### config.mk
export PLATFORM = sky130hd
export DESIGN_NAME = arbitro_memoria_datos
export DESIGN_NICKNAME = d
export VERILOG_FILES = /design/src/rtl/arbitro_memoria_datos_pkg.sv /design/src/rtl/arbitro_memoria_datos_selector_rr.sv /design/src/rtl/arbitro_memoria_datos.sv
export SDC_FILE = /design/constraint.sdc
export NUM_CORES = 1
export LEC_CHECK = 0
export ABC_AREA = 1
export CORE_MARGIN = 5
export CORE_UTILIZATION = 37
export DETAILED_ROUTE_END_ITERATION = 16
export GPL_TIMING_DRIVEN = 0
export PLACE_DENSITY = 0.86
export REMOVE_ABC_BUFFERS = 1
export SLEW_MARGIN = 20
export SYNTH_ARGS = -nofsm -noshare
export SYNTH_HDL_FRONTEND = slang
export SYNTH_SLANG_ARGS = --single-unit
### constraint.sdc
create_clock -name clk -period 3.05 [get_ports clk]
set_input_delay 0.915 -clock clk [delete_from_list [all_inputs] [get_ports clk]]
set_output_delay 0.915 -clock clk [all_outputs]
set_load 0.01 [all_outputs]
### src/rtl/arbitro_memoria_datos_pkg.sv
// rtl/arbitro_memoria_datos_pkg.sv - shared widths, state encoding and helpers for the data-memory arbiter
package arbitro_memoria_datos_pkg;

  localparam int ANCHO_DIR_DEF  = 8;
  localparam int ANCHO_DATO_DEF = 32;

  // Sequencer states; the unused code 2'd3 falls back to INACTIVO
  localparam logic [1:0] INACTIVO  = 2'd0;
  localparam logic [1:0] ACCESO    = 2'd1;
  localparam logic [1:0] RESPUESTA = 2'd2;

  // One-hot winner as produced by the selector: bit 0 = port 0, bit 1 = port 1
  typedef logic [1:0] ganador_t;

  // Port index of a one-hot winner (port 1 only when bit 1 is set)
  function automatic logic indice_ganador(input ganador_t g);
    return g[1];
  endfunction

endpackage

### src/rtl/arbitro_memoria_datos_selector_rr.sv
// rtl/arbitro_memoria_datos_selector_rr.sv - combinational two-way round-robin winner select
module selector_rr
  import arbitro_memoria_datos_pkg::*;
(
  input  logic     req0,
  input  logic     req1,
  input  logic     ptr,
  output ganador_t ganador
);

  // A lone requester always wins; on contention the pointer names the winner
  always_comb begin
    ganador = 2'b00;
    if (req0 && req1) begin
      ganador = ptr ? 2'b10 : 2'b01;
    end else if (req0) begin
      ganador = 2'b01;
    end else if (req1) begin
      ganador = 2'b10;
    end
  end

endmodule

### src/rtl/arbitro_memoria_datos.sv
// rtl/arbitro_memoria_datos.sv - two-port round-robin arbiter and access sequencer for the data memory
module arbitro_memoria_datos
  import arbitro_memoria_datos_pkg::*;
#(
  parameter int ANCHO_DIR  = ANCHO_DIR_DEF,
  parameter int ANCHO_DATO = ANCHO_DATO_DEF
) (
  input  logic                  clk,
  input  logic                  rst,
  input  logic                  req0,
  input  logic                  req1,
  input  logic                  we0,
  input  logic                  we1,
  input  logic [ANCHO_DIR-1:0]  dir0,
  input  logic [ANCHO_DIR-1:0]  dir1,
  input  logic [ANCHO_DATO-1:0] din0,
  input  logic [ANCHO_DATO-1:0] din1,
  output logic                  gnt0,
  output logic                  gnt1,
  output logic                  ack0,
  output logic                  ack1,
  output logic [ANCHO_DATO-1:0] dout,
  output logic                  EscrMem,
  output logic                  LeerMem,
  output logic [ANCHO_DIR-1:0]  Direc,
  output logic [ANCHO_DATO-1:0] Datain,
  input  logic [ANCHO_DATO-1:0] Dataout
);

  logic [1:0]            state_d, state_q;
  logic                  ptr_d,   ptr_q;
  logic                  sel_d,   sel_q;
  logic                  we_d,    we_q;
  logic [ANCHO_DIR-1:0]  dir_d,   dir_q;
  logic [ANCHO_DATO-1:0] din_d,   din_q;

  ganador_t ganador;
  logic     en_acceso;
  logic     en_respuesta;

  selector_rr u_selector_rr (
    .req0    (req0),
    .req1    (req1),
    .ptr     (ptr_q),
    .ganador (ganador)
  );

  // Next-state logic: requests are only looked at in INACTIVO, where the winner's command is latched
  always_comb begin
    state_d = state_q;
    ptr_d   = ptr_q;
    sel_d   = sel_q;
    we_d    = we_q;
    dir_d   = dir_q;
    din_d   = din_q;
    case (state_q)
      INACTIVO: begin
        if (ganador != 2'b00) begin
          state_d = ACCESO;
          sel_d   = indice_ganador(ganador);
          // Pointer moves to the port that was not served this time
          ptr_d   = ~indice_ganador(ganador);
          if (indice_ganador(ganador)) begin
            we_d  = we1;
            dir_d = dir1;
            din_d = din1;
          end else begin
            we_d  = we0;
            dir_d = dir0;
            din_d = din0;
          end
        end
      end
      ACCESO:    state_d = RESPUESTA;
      RESPUESTA: state_d = INACTIVO;
      default:   state_d = INACTIVO;
    endcase
  end

  // State and latched command registers; reset clears everything immediately
  always_ff @(posedge clk or posedge rst) begin
    if (rst) begin
      state_q <= INACTIVO;
      ptr_q   <= 1'b0;
      sel_q   <= 1'b0;
      we_q    <= 1'b0;
      dir_q   <= '0;
      din_q   <= '0;
    end else begin
      state_q <= state_d;
      ptr_q   <= ptr_d;
      sel_q   <= sel_d;
      we_q    <= we_d;
      dir_q   <= dir_d;
      din_q   <= din_d;
    end
  end

  // Output decode uses only state and latched registers, so req* never reaches the memory pins
  always_comb begin
    en_acceso    = (state_q == ACCESO);
    en_respuesta = (state_q == RESPUESTA);
    gnt0         = en_acceso & ~sel_q;
    gnt1         = en_acceso &  sel_q;
    ack0         = en_respuesta & ~sel_q;
    ack1         = en_respuesta &  sel_q;
    EscrMem      = en_acceso &  we_q;
    LeerMem      = en_acceso & ~we_q;
    Direc        = dir_q;
    Datain       = din_q;
    dout         = Dataout;
  end

endmodule
==> results.toml <==
[status]
status = "completed"

[cts]
cts_tree = "done"
cts_buffers = 5
cts_sinks = 45
post_cts_buffers = 0
clk_pin_slew_ns = 0.08
postCtsResizedCells = 5
clock_path_buffers = 2
insertion_delay_ns = 0.28
cts_hold_buf = 0
clk_root_buffer_cell = "clkbuf_8"
htreeDepth = 2

[floorplanning]
start_util = 0.382
ios = 196
rows = 30
die_h_um = 93.7
die_w_um = 93.7
core_um2 = 6790
dieArea_um2 = 8780

[worst_setup_path]
crit_required_ns = 3.28
worstSetupPathType = "in2reg"
worst_r2r_path_depth = 6
crit_fanout = 44
end_kind = "flip-flop"
cp_data_arrival_time_ns = 2.98
cp-start-kind = "primary input"

[yosys]
syn_area_um2 = 2590
synth_cell_types = 14
synth.avg_cell_area_um2 = 6.97
syn_inst = 372
yosys_warnings = 0
ys_seq_area_frac = 0.434
ys_ff_latch = 45

[sta]
hold_viol = 0
max_freq_mhz = 364
post-route-period-util = 0.901
timing.slew.headroom = 0.430
setup_violations = 0
grt_setup_unrepaired = "no"
period_needed_ns = 2.75
fin_skew_ns = 0.00642
setup_slack_ns = 0.303
drv_slew = 0
fin_setup_tns_ns = 0
tightestPinTransition_ns = 0.855

[finish]
layout_commonest_cell = "nand2_1"
final_core_util = 0.560
diodes = 0
fin_area_um2 = 3800
area_delta_synth_final_pct = 46.8
layout-drive-gt1-share = 0.0349
nNetsFinal = 577
final_cell_mix = "209 x nand2_1, 130 x clkdlybuf4s50_1, 45 x dfrtp_1"
fill_cells = 663

[worst_hold_path]
hold_class = "reg2reg"
whs_path_depth = 1

[job]
drv_cap = 0

[routing]
via_per_inst = 4.64
firstDrtPassIters = 4
avgRoutedWirePerCell_um = 14.8
drt_iter0_drc = 123
remaining_drc_errors = 0
vias = 2573
antenna_left = 0
wirelength_um = 8210

[placed_design]
pre_cts_slack_ns = -1.07
gp_congestion = 0.740
hpwl_um = 6020
portBuffers = 131
placed_cell_area_um2 = 3680

[global_route]
grtUsageTotal = 0.187
grt_pass1_wl_um = 12600
grt_pass1_vias = 2444
grt_overflow = 0
grt_max_degree = 45
antenna_found_initial = 0

[pwr]
power_density_nw_per_um2 = 811
leakage_nw = 1.91
total_power_mw = 3.09
ir_drop_mv = 0.327
[state kept, by name, summed over array words and instances (netlist names)]
name / cells
Datain: 32
Direc: 8
ptr_q: 1
sel_q: 1
state_q: 2
we_q: 1
[power by group]
part	switching, mW	total, mW	internal (mW)
registers	0.159	1.04	0.885
logic	0.886	1.68	0.797
clock network	0.181	0.361	0.180
total	1.23	3.09	1.86
[metal layers]
metal	vias to the layer above	part of all wire	wire length [um]	track usage
li1	1275	-	-	-
met1	1157	0.43	3490	0.239
met2	132	0.43	3550	0.277
met3	7	0.13	1060	0.103
met4	2	0.0072	59	0.0289
met5	-	0.0057	47	0.0449
[cell families after synthesis]
group | after synthesis | share of synthesized area
AND/OR/NAND/NOR | 263 | 0.405
buffers and inverters | 62 | 0.152
flip-flops | 45 | 0.434
AO/OA/AOI/OAI | 2 | 0.00820
[critical path: stages]
cell	delay [ns]
clkdlybuf4s50_1	0.48
nand2_4	0.41
nand2_8	0.30
a21oi_4	0.65
nand2_1	0.11
nand2_1	0.08
[cells in the mapped netlist]
cell / number / area share
inv_2: 1 / 0.0014
nor3_1: 2 / 0.0039
nand3_1: 41 / 0.079
a21oi_1: 1 / 0.0019
inv_1: 8 / 0.012
buf_2: 9 / 0.017
a21oi_4: 1 / 0.0063
clkbuf_1: 8 / 0.012
dfrtp_1: 45 / 0.43
buf_4: 32 / 0.093
nor2_1: 7 / 0.010
nand2_1: 209 / 0.30
nand2_2: 4 / 0.0097
buf_6: 4 / 0.017
[final timing paths]
path                            start          to  slack [ns]
setup / recovery                 req0    Direc[3]        0.30
hold / removal             state_q[1]  state_q[1]        0.47
setup reg to reg                ptr_q    Direc[3]        1.01
hold reg to reg            state_q[1]  state_q[1]        0.47
max in group asynchronous         rst   Datain[6]        1.60
min in group asynchronous         rst    Direc[2]        0.96
[through the flow]
stage	hold WS [ns]	cells
final	0.474	555
after CTS	0.483	555
after global routing	0.497	555
after floorplan	0.435	319
after detailed placement	0.465	547
after global placement	0.457	546
[layout make-up]
| class | count | area (um2) | share of cell area |
|---|---|---|---|
| clock buffers | 7 | 86.3 | 0.0227 |
| inverters | 9 | 33.8 | 0.00888 |
| repair buffers | 132 | 1330 | 0.349 |
| well taps | 96 | 120 | 0.0316 |
| multi-input cells | 266 | 1110 | 0.292 |
| flip-flops and latches | 45 | 1130 | 0.296 |
No activity file was read; power rests on OpenSTA's default activity.
